## config.mk

```make
export PLATFORM = sky130hd
export DESIGN_NAME = mxv_stream_engine_flat
export DESIGN_NICKNAME = d
export VERILOG_FILES = /design/src/rtl/mxv_stream_engine_if.sv /design/src/rtl/mxv_stream_engine.sv /design/src/flat_wrapper.sv
export SDC_FILE = /design/constraint.sdc
export NUM_CORES = 1
export LEC_CHECK = 0
export BUFFER_PORTS_ARGS = -buffer_cell sky130_fd_sc_hd__buf_2
export CORE_ASPECT_RATIO = 2
export CORE_MARGIN = 3
export CORE_UTILIZATION = 50
export CTS_CLUSTER_DIAMETER = 50
export CTS_CLUSTER_SIZE = 40
export DETAILED_ROUTE_END_ITERATION = 7
export PLACE_DENSITY = 0.66
export SETUP_SLACK_MARGIN = 0.05
export SLEW_MARGIN = 20
export SYNTH_ARGS = -nofsm -noshare
export SYNTH_HDL_FRONTEND = slang
export SYNTH_SLANG_ARGS = --single-unit
export TNS_END_PERCENT = 100
```

## constraint.sdc

```tcl
create_clock -name clk -period 17.8 [get_ports clk]
set_input_delay 3.56 -clock clk [delete_from_list [all_inputs] [get_ports clk]]
set_output_delay 3.56 -clock clk [all_outputs]
set_load 0.1 [all_outputs]
```

## src/rtl/mxv_stream_engine_if.sv

```systemverilog
// rtl/mxv_stream_engine_if.sv - word-in / result-out handshake bundle for the matrix-vector engine
interface mxv_stream_engine_if #(
    parameter int DATA_W = 8,
    parameter int ACC_W  = 19
);
    logic [DATA_W-1:0] rx_data;
    logic              rx_valid;
    logic [ACC_W-1:0]  tx_data;
    logic              tx_valid;
    logic              tx_ready;
    logic              busy;
    logic              done;
    logic              err;
    logic              overrun;

    modport master (
        output rx_data, rx_valid, tx_ready,
        input  tx_data, tx_valid, busy, done, err, overrun
    );

    modport slave (
        input  rx_data, rx_valid, tx_ready,
        output tx_data, tx_valid, busy, done, err, overrun
    );
endinterface

```

## src/rtl/mxv_stream_engine.sv

```systemverilog
// rtl/mxv_stream_engine.sv - streaming N x N matrix times N vector engine
// Frame on rx: size N, then V[0..N-1], then the matrix row-major; results R[0..N-1] leave on tx.
module mxv_stream_engine #(
    parameter int DATA_W      = 8,
    parameter int MAX_N       = 8,
    parameter int SIGNED_MODE = 1,
    parameter int ACC_W       = 2*DATA_W + $clog2(MAX_N)
) (
    input  logic                   clk,
    input  logic                   rst,
    mxv_stream_engine_if.slave     bus
);
    localparam int CW = $clog2(MAX_N);

    typedef enum logic [1:0] {IDLE, LOAD_V, LOAD_M, SEND} state_t;

    state_t            state_q, state_d;
    logic [CW-1:0]     nm1_q, nm1_d;
    logic [CW-1:0]     row_q, row_d;
    logic [CW-1:0]     col_q, col_d;
    logic [CW-1:0]     idx_q, idx_d;
    logic [ACC_W-1:0]  acc_q, acc_d;
    logic [ACC_W-1:0]  tx_data_q, tx_data_d;
    logic              tx_valid_q, tx_valid_d;
    logic              busy_q, busy_d;
    logic              done_q, done_d;
    logic              err_q, err_d;
    logic              overrun_q, overrun_d;
    logic [DATA_W-1:0] v_q [MAX_N];
    logic [DATA_W-1:0] v_d [MAX_N];
    logic [ACC_W-1:0]  r_q [MAX_N];
    logic [ACC_W-1:0]  r_d [MAX_N];

    logic [ACC_W-1:0]  prod;
    logic [ACC_W-1:0]  sum;
    logic              size_ok;
    logic              col_last;
    logic              row_last;

    function automatic logic [ACC_W-1:0] ext(input logic [DATA_W-1:0] w);
        if (SIGNED_MODE != 0) ext = {{(ACC_W-DATA_W){w[DATA_W-1]}}, w};
        else                  ext = {{(ACC_W-DATA_W){1'b0}}, w};
    endfunction

    // Truncated ACC_W multiply yields the correct two's-complement low bits in both modes.
    assign prod     = ext(bus.rx_data) * ext(v_q[col_q]);
    assign sum      = acc_q + prod;
    assign size_ok  = (bus.rx_data != '0) && (bus.rx_data <= DATA_W'(MAX_N));
    assign col_last = (col_q == nm1_q);
    assign row_last = (row_q == nm1_q);

    always_comb begin
        state_d    = state_q;
        nm1_d      = nm1_q;
        row_d      = row_q;
        col_d      = col_q;
        idx_d      = idx_q;
        acc_d      = acc_q;
        tx_data_d  = tx_data_q;
        tx_valid_d = tx_valid_q;
        overrun_d  = overrun_q;
        done_d     = 1'b0;
        err_d      = 1'b0;
        v_d        = v_q;
        r_d        = r_q;
        unique case (state_q)
            IDLE: begin
                if (bus.rx_valid) begin
                    if (size_ok) begin
                        nm1_d     = CW'(bus.rx_data - DATA_W'(1));
                        row_d     = '0;
                        col_d     = '0;
                        idx_d     = '0;
                        acc_d     = '0;
                        overrun_d = 1'b0;
                        state_d   = LOAD_V;
                    end else begin
                        err_d = 1'b1;
                    end
                end
            end
            LOAD_V: begin
                if (bus.rx_valid) begin
                    v_d[col_q] = bus.rx_data;
                    if (col_last) begin
                        col_d   = '0;
                        state_d = LOAD_M;
                    end else begin
                        col_d = col_q + CW'(1);
                    end
                end
            end
            LOAD_M: begin
                if (bus.rx_valid) begin
                    if (col_last) begin
                        r_d[row_q] = sum;
                        acc_d      = '0;
                        col_d      = '0;
                        if (row_last) begin
                            // With N==1 R[0] is being written this very cycle, so forward it.
                            row_d      = '0;
                            idx_d      = '0;
                            tx_valid_d = 1'b1;
                            tx_data_d  = (row_q == '0) ? sum : r_q[0];
                            state_d    = SEND;
                        end else begin
                            row_d = row_q + CW'(1);
                        end
                    end else begin
                        acc_d = sum;
                        col_d = col_q + CW'(1);
                    end
                end
            end
            SEND: begin
                if (bus.rx_valid) overrun_d = 1'b1;
                if (tx_valid_q && bus.tx_ready) begin
                    if (idx_q == nm1_q) begin
                        tx_valid_d = 1'b0;
                        tx_data_d  = '0;
                        done_d     = 1'b1;
                        state_d    = IDLE;
                    end else begin
                        idx_d     = idx_q + CW'(1);
                        tx_data_d = r_q[idx_q + CW'(1)];
                    end
                end
            end
            default: state_d = IDLE;
        endcase
        busy_d = (state_d != IDLE);
    end

    always_ff @(posedge clk) begin
        v_q <= v_d;
        r_q <= r_d;
        if (!rst) begin
            state_q    <= IDLE;
            nm1_q      <= '0;
            row_q      <= '0;
            col_q      <= '0;
            idx_q      <= '0;
            acc_q      <= '0;
            tx_data_q  <= '0;
            tx_valid_q <= 1'b0;
            busy_q     <= 1'b0;
            done_q     <= 1'b0;
            err_q      <= 1'b0;
            overrun_q  <= 1'b0;
        end else begin
            state_q    <= state_d;
            nm1_q      <= nm1_d;
            row_q      <= row_d;
            col_q      <= col_d;
            idx_q      <= idx_d;
            acc_q      <= acc_d;
            tx_data_q  <= tx_data_d;
            tx_valid_q <= tx_valid_d;
            busy_q     <= busy_d;
            done_q     <= done_d;
            err_q      <= err_d;
            overrun_q  <= overrun_d;
        end
    end

    assign bus.tx_data  = tx_data_q;
    assign bus.tx_valid = tx_valid_q;
    assign bus.busy     = busy_q;
    assign bus.done     = done_q;
    assign bus.err      = err_q;
    assign bus.overrun  = overrun_q;
endmodule

```

## src/flat_wrapper.sv

```systemverilog
// flat-port wrapper written by rule: the top's interface ports become plain ports
module mxv_stream_engine_flat 
#(
    parameter int DATA_W      = 8,
    parameter int MAX_N       = 8,
    parameter int SIGNED_MODE = 1,
    parameter int ACC_W       = 2*DATA_W + $clog2(MAX_N)
)
  (clk, rst, bus_rx_data, bus_rx_valid, bus_tx_ready, bus_tx_data, bus_tx_valid, bus_busy, bus_done, bus_err, bus_overrun);
  mxv_stream_engine_if #(.DATA_W(DATA_W), .ACC_W(ACC_W)) bus_i ();
  input  logic clk;
  input  logic rst;
  input wire logic [$bits(bus_i.rx_data)-1:0] bus_rx_data;
  input wire logic [$bits(bus_i.rx_valid)-1:0] bus_rx_valid;
  input wire logic [$bits(bus_i.tx_ready)-1:0] bus_tx_ready;
  output wire logic [$bits(bus_i.tx_data)-1:0] bus_tx_data;
  output wire logic [$bits(bus_i.tx_valid)-1:0] bus_tx_valid;
  output wire logic [$bits(bus_i.busy)-1:0] bus_busy;
  output wire logic [$bits(bus_i.done)-1:0] bus_done;
  output wire logic [$bits(bus_i.err)-1:0] bus_err;
  output wire logic [$bits(bus_i.overrun)-1:0] bus_overrun;
  assign bus_i.rx_data = bus_rx_data;
  assign bus_i.rx_valid = bus_rx_valid;
  assign bus_i.tx_ready = bus_tx_ready;
  assign bus_tx_data = bus_i.tx_data;
  assign bus_tx_valid = bus_i.tx_valid;
  assign bus_busy = bus_i.busy;
  assign bus_done = bus_i.done;
  assign bus_err = bus_i.err;
  assign bus_overrun = bus_i.overrun;
  mxv_stream_engine #(.DATA_W(DATA_W), .MAX_N(MAX_N), .SIGNED_MODE(SIGNED_MODE), .ACC_W(ACC_W)) u_core (.clk(clk), .rst(rst), .bus(bus_i));
endmodule
```

# Yosys cells after proc, flatten, opt, wreduce, memory -nomap -nowiden
# Index checks and enable logic that the tools add are counted.
# word_totals
latchBits	0
regBits	273
inputBits	12
out_inout_bits	24
ram_bits	0
mem_bits_ro	0
n_memories	0
# op_classes
n_bitwise	3
n_reduce_logical	26
n_shift	0
addsub	5
eq_ne	16
muxes	61
magnitude_cmp	6
div	0
n_mul	1
# op_table
op	n
19-bit 2-to-1 mux	13
152-bit bitwise mux	1
19-bit case mux with 2 select lines	2
64-bit bitwise mux	1
19-bit binary-select mux with 3-bit select	1
19-bit demux with 3-bit select	1
3-bit 2-to-1 mux	12
8-bit binary-select mux with 3-bit select	1
8-bit demux with 3-bit select	1
8-bit 2-to-1 mux	3
19-bit adder	1
2-bit 2-to-1 mux	9
8-bit by 8-bit multiplier with 16-bit output	1
4-bit greater-or-equal comparator (second input constant)	3
2-bit by 1-bit != test with 1-bit output (second input constant)	6
3-bit NOT with 4-bit output	3
3-bit case mux with 2 select lines	2
3-bit AND reduction	4
4-bit AND reduction	3
1-bit 2-to-1 mux	10
5-bit AND reduction	2
2-bit nonzero test	5
3-bit by 1-bit adder with 3-bit output (second input constant)	3
3-bit == test	3
other kinds (18)	27

# Logic depth before layout (Yosys ltp)
# logic_depth
depth_word	11
depth_mapped	34

# Worst setup path after synthesis
# No wires, ideal clock.
# synth_path
path_type	input port to flip-flop
start	input bus_rx_data[7]
end	register u_core.acc_q[18]
slack_ns	8.157
path_stages	24
arrival_ns	9.525
setup_ns	0.117
path_cell_list	clkbuf_1 nand2b_1 fa_1 fa_1 inv_1 fa_1 inv_1 fa_1 inv_1 ha_1 or3_1 or3_1 a41o_1 a21oi_2 xnor2_1 ha_1 and3_1 a211oi_1 o21bai_1 a21oi_1 a221o_1 a41oi_2 xnor2_2 a32o_1
# synth_between
elab_chain_len	5
# synth_rtl
item	line_no	rtl
start, declared	flat_wrapper.sv:13	input wire logic [$bits(bus_i.rx_data)-1:0] bus_rx_data;
8-bit by 8-bit multiplier with 16-bit output	mxv_stream_engine.sv:46	assign prod = ext(bus.rx_data) * ext(v_q[col_q]);
19-bit adder	mxv_stream_engine.sv:47	assign sum = acc_q + prod;
named net u_core.sum[18]	mxv_stream_engine.sv:35	logic [ACC_W-1:0] sum;
19-bit 2-to-1 mux	mxv_stream_engine.sv:95	if (col_last) begin
19-bit 2-to-1 mux	mxv_stream_engine.sv:94	if (bus.rx_valid) begin
19-bit case mux with 2 select lines	mxv_stream_engine.sv:66	unique case (state_q)
end signal, assigned	mxv_stream_engine.sv:143	acc_q <= '0;
end signal, assigned	mxv_stream_engine.sv:156	acc_q <= acc_d;
end, declared	mxv_stream_engine.sv:22	logic [ACC_W-1:0] acc_q, acc_d;
# The timed path passes the listed nets, and every way through them passes these cells. The select of a mux whose other input is x is not followed.
# A chain may end at the register's enable or synchronous reset.

# Final worst setup path
# layout_path
start	input bus_rx_data[7]
end	register u_core.tx_data_q[16], in the netlist u_core.bus.tx_data[16]
# layout_between
elab_chain_len	7
# layout_rtl
item	line_no	rtl
8-bit by 8-bit multiplier with 16-bit output	mxv_stream_engine.sv:46	
19-bit adder	mxv_stream_engine.sv:47	
named net u_core.sum[16]	mxv_stream_engine.sv:35	
19-bit 2-to-1 mux	mxv_stream_engine.sv:104	tx_data_d = (row_q == '0) ? sum : r_q[0];
19-bit 2-to-1 mux	mxv_stream_engine.sv:99	if (row_last) begin
19-bit 2-to-1 mux	mxv_stream_engine.sv:95	
19-bit 2-to-1 mux	mxv_stream_engine.sv:94	
19-bit case mux with 2 select lines	mxv_stream_engine.sv:66	
end signal, assigned	mxv_stream_engine.sv:157	tx_data_q <= tx_data_d;
end, declared	mxv_stream_engine.sv:23	logic [ACC_W-1:0] tx_data_q, tx_data_d;
# The timed path passes the listed nets, and every way through them passes these cells. The select of a mux whose other input is x is not followed.

==> results.md <==
| Result | Value |
|---|---|
| Run status | complete, no violations |
| Cell class contributing the biggest share of worst-path delay | adder cells |
| Global placement routability congestion | 0.8137 |
| Vias per std cell | 5.705 |
| Detailed Place HPWL | 20950 um |
| Clock transition at path regs | 0.10 ns |
| Clock skew | 0.03252 ns |
| Slew of the pin with the lowest slew margin | 0.9842 ns |
| Aggregate routed wire length | 30160 um |
| Post-route total power | 1.878 mW |
| Finished layout cell area | 15740 um2 |
| Hold Vio Cnt, Final | 0 |
| Count of buffers from port buffering | 35 |
| Cell variety after synth | 60 |
| Clock buffers created by TritonCTS | 18 |
| Area post-placement | 15010 um2 |
| Crit path DAT | 10.10 ns |
| Reported max-cap violation count | 0 |
| First-pass GRT wire length | 48600 um |
| Leading register cell type out of synthesis | sky130_fd_sc_hd__edfxtp_1 |
| Clock network latency to the later pin of the worst-skew pair | 0.54 ns |
| Fraction of final layout cells with drive strength greater than 1 | 0.1490 |
| Initial antenna violation count | 0 |
| RSZ-0062 raised after global routing | false |
| Critical path's largest stage delay | 0.64 ns |
| Setup violation total in the final timing report | 0 |
| Clock buffer depth | 3 |
| Crit Path Class | input pin to flop |
| Ordered cell list for the critical path | buf_2 > nand2b_1 > fa_1 > fa_1 > inv_1 > fa_1 > inv_1 > fa_1 > inv_1 > ha_1 > or3_1 > or3_1 > a41o_1 > a21oi_2 > xnor2_1 > ha_1 > and3_1 > a211oi_1 > nor2_1 > xnor2_1 > a221oi_1 > a21oi_1 |
| Sink count of the clock tree | 273 |
| Number of levels in the clock H-tree | 1 |
| Antenna diode instance count | 0 |
| Synthesized area per cell | 13.16 um2 |
| Wire length per cell after detailed routing | 20.24 um |
| Root buffer cell | sky130_fd_sc_hd__clkbuf_16 |
| Chip width | 125.8 um |
| Netlist area before placement | 14350 um2 |
| Critical path buffers and inverters | 4 |
| Crit-path most repeated cell | sky130_fd_sc_hd__fa_1 |
| Min-delay worst type | flop to flop |
| Std cell rows | 87 |
| Synthesis-stage register bit count | 273 |
| Cell Count Post-Placement | 1458 |
| CP Capture Type | flop |
| Smallest setup slack after layout | 8.172 ns |
| Number of hold buffers added after CTS | 0 |
| Post-layout util | 0.5582 |
| Vert. Die Dim | 245.6 um |
| Final Max Slew Viols | 0 |
| Clock tree from TritonCTS | yes |
| Number of DRC markers after the initial detailed-route iteration | 448 |
| Cell Pwr Density | 119.3 nW/um2 |
| Remaining design rule violation count | 0 |
| Startpoint of the worst register-to-register path | u_core.col_q[1]$_SDFFE_PN0P_ |
| Post-synth ARST share | 0 |
| Slew Limit Headroom | 0.3414 |
| Cell at the slowest stage of the critical path | sky130_fd_sc_hd__fa_1 |
| Static power due to leakage | 5.866 nW |
| Via count | 8501 |
| EDFF count, synth | 216 |
| Total GRT Usage | 0.1999 |
| Yosys warning count | 0 |
| Final Critical Period | 9.628 ns |
| Post-CTS setup repair buffer count | 0 |
| Remaining antenna violation count | 0 |
| Max Clk Rate | 103.9 MHz |
| Congestion Overflow GR | 0 |
| Nets in the synthesized netlist | 1215 |
| Drt pass-1 iters | 5 |
| Maximum vdd drop | 0.0001081 V |
| Post-cts sizing count | 0 |
| Worst Min Path Start | u_core.acc_q[12]$_SDFFE_PN0P_ |
| Core box area | 28190 um2 |
| Crit Path Max Fanout | 17 |
| Fraction of the yosys area taken by sequential cells | 0.5316 |
| Number of non-filler instances in the completed layout | 1490 |
| Post-route worst hold slack | 0.4873 ns |
| CP startpoint kind | input pin |
| I/O pin total | 36 |
| Crit. Startpoint | bus_rx_data[7] |
| Share of the clock period used by the worst path | 0.5409 |
| Largest net degree at the start of global routing | 60 |
| Number of cells produced by synthesis | 1090 |
| DIE AREA | 30890 um2 |
| Growth of design area from synthesis to finish | 9.679% |
| Total negative slack | 0 ns |
| Worst endpoint required time | 18.27 ns |
| Starting density of the core | 0.5089 |
| Vias in the first global route | 9229 |
| Worst setup slack before clock tree synthesis | 7.589 ns |
| Net total in the final layout | 1247 |
## layout make-up
type / count / area (um2)
multi-input combinational: 668 / 6191
fill: 2332 / 12460
clock buffer: 19 / 475.5
timing repair buffer: 62 / 377.9
clock inverter: 13 / 247.7
sequential: 273 / 7629
inverter: 99 / 371.6
tap: 356 / 445.4
## registers in the layout, indices dropped and copies added, names as in the netlist
signal,flops
u_core.acc_q,19
u_core.bus.busy,1
u_core.bus.done,1
u_core.bus.err,1
u_core.bus.overrun,1
u_core.bus.tx_data,19
u_core.bus.tx_valid,1
u_core.col_q,3
u_core.idx_q,3
u_core.nm1_q,3
u_core.r_q,152
u_core.row_q,3
u_core.state_q,2
u_core.v_q,64
## cell usage in the layout, fill, tap and decap left out, types with 40 or more instances in the layout
master | synthesis | layout
sky130_fd_sc_hd__dfxtp_1 | 57 | 56
sky130_fd_sc_hd__inv_1 | 99 | 99
sky130_fd_sc_hd__ha_1 | 57 | 57
sky130_fd_sc_hd__nand2_1 | 50 | 50
sky130_fd_sc_hd__mux4_2 | 48 | 48
sky130_fd_sc_hd__nor2_1 | 71 | 64
sky130_fd_sc_hd__edfxtp_1 | 216 | 216
sky130_fd_sc_hd__nor2b_1 | 46 | 46
sky130_fd_sc_hd__a21oi_1 | 40 | 40
sky130_fd_sc_hd__fa_1 | 56 | 56
## kinds of logic (layout without fill, tap and decap cells)
kind of cell | Yosys count | after routing | synth area share
mux | 85 | 85 | 0.1013
fa+ha+maj | 113 | 113 | 0.1278
buf+inv | 149 | 193 | 0.03994
xor+xnor | 43 | 43 | 0.02677
simple gates | 250 | 250 | 0.08624
flops | 273 | 273 | 0.5316
compound gates | 177 | 177 | 0.08633
## where the power goes
| part | internal [mW] | switching (mW) |
|---|---|---|
| logic | 0.177 | 0.411 |
| clock network | 0.221 | 0.259 |
| registers | 0.803 | 0.00782 |
## routing by layer
layer,share of wire,vias to the layer above,global-route usage
met3,0.030,66,0.02109
met5,0,-,0
met2,0.58,158,0.3987
met4,0.032,0,0.07770
met1,0.36,4276,0.2105
li1,-,4001,-
## final timing paths
| path | to | cells after the start | slack, ns |
|---|---|---|---|
| setup / recovery | u_core.bus.tx_data[16]$_SDFFE_PN0P_ | 22 | 8.17 |
| hold / removal | u_core.acc_q[12]$_SDFFE_PN0P_ | 2 | 0.49 |
| setup reg to reg | u_core.bus.tx_data[16]$_SDFFE_PN0P_ | 25 | 9.20 |
| hold reg to reg | u_core.acc_q[12]$_SDFFE_PN0P_ | 2 | 0.49 |
## worst min-delay path: stages (launching register included)
cell and delay [ns]:
sky130_fd_sc_hd__dfxtp_1 0.33, sky130_fd_sc_hd__nand2_1 0.05, sky130_fd_sc_hd__a21boi_0 0.07
## synthesized netlist by cell type (2+ instances only)
master | instances | area [um2]
sky130_fd_sc_hd__a32o_1 | 4 | 40.04
sky130_fd_sc_hd__o21bai_1 | 6 | 45.04
sky130_fd_sc_hd__a221oi_1 | 8 | 70.07
sky130_fd_sc_hd__nor3_1 | 12 | 60.06
sky130_fd_sc_hd__a21o_1 | 11 | 82.58
sky130_fd_sc_hd__buf_1 | 8 | 30.03
sky130_fd_sc_hd__a22oi_1 | 15 | 112.6
sky130_fd_sc_hd__mux2i_1 | 35 | 350.3
sky130_fd_sc_hd__o211ai_1 | 4 | 30.03
sky130_fd_sc_hd__and3_1 | 5 | 31.28
sky130_fd_sc_hd__nand2_1 | 50 | 187.7
sky130_fd_sc_hd__xnor2_1 | 33 | 289.0
sky130_fd_sc_hd__a211oi_1 | 7 | 52.55
sky130_fd_sc_hd__o211a_1 | 10 | 100.1
sky130_fd_sc_hd__or2_2 | 3 | 18.77
sky130_fd_sc_hd__a211oi_2 | 2 | 25.02
sky130_fd_sc_hd__o221ai_1 | 7 | 61.31
sky130_fd_sc_hd__fa_1 | 56 | 1121
sky130_fd_sc_hd__buf_2 | 11 | 55.05
sky130_fd_sc_hd__ha_1 | 57 | 713.2
sky130_fd_sc_hd__or3_1 | 2 | 12.51
sky130_fd_sc_hd__a21boi_0 | 5 | 37.54
sky130_fd_sc_hd__nand2b_1 | 10 | 62.56
sky130_fd_sc_hd__a41o_1 | 2 | 20.02
sky130_fd_sc_hd__nand3_1 | 19 | 95.09
sky130_fd_sc_hd__edfxtp_1 | 216 | 6486
sky130_fd_sc_hd__a21oi_1 | 40 | 200.2
sky130_fd_sc_hd__a211o_1 | 3 | 26.28
sky130_fd_sc_hd__nor2b_1 | 46 | 287.8
sky130_fd_sc_hd__xor2_1 | 9 | 78.83
sky130_fd_sc_hd__o21ai_0 | 34 | 170.2
sky130_fd_sc_hd__nand3b_1 | 4 | 30.03
sky130_fd_sc_hd__o21a_1 | 3 | 22.52
sky130_fd_sc_hd__clkbuf_1 | 31 | 116.4
sky130_fd_sc_hd__mux2_2 | 2 | 22.52
sky130_fd_sc_hd__a31oi_1 | 3 | 18.77
sky130_fd_sc_hd__dfxtp_1 | 57 | 1141
sky130_fd_sc_hd__and2_1 | 23 | 143.9
sky130_fd_sc_hd__nor2_1 | 71 | 266.5
sky130_fd_sc_hd__inv_1 | 99 | 371.6
sky130_fd_sc_hd__mux4_2 | 48 | 1081
(Power assumes the default switching activity.)
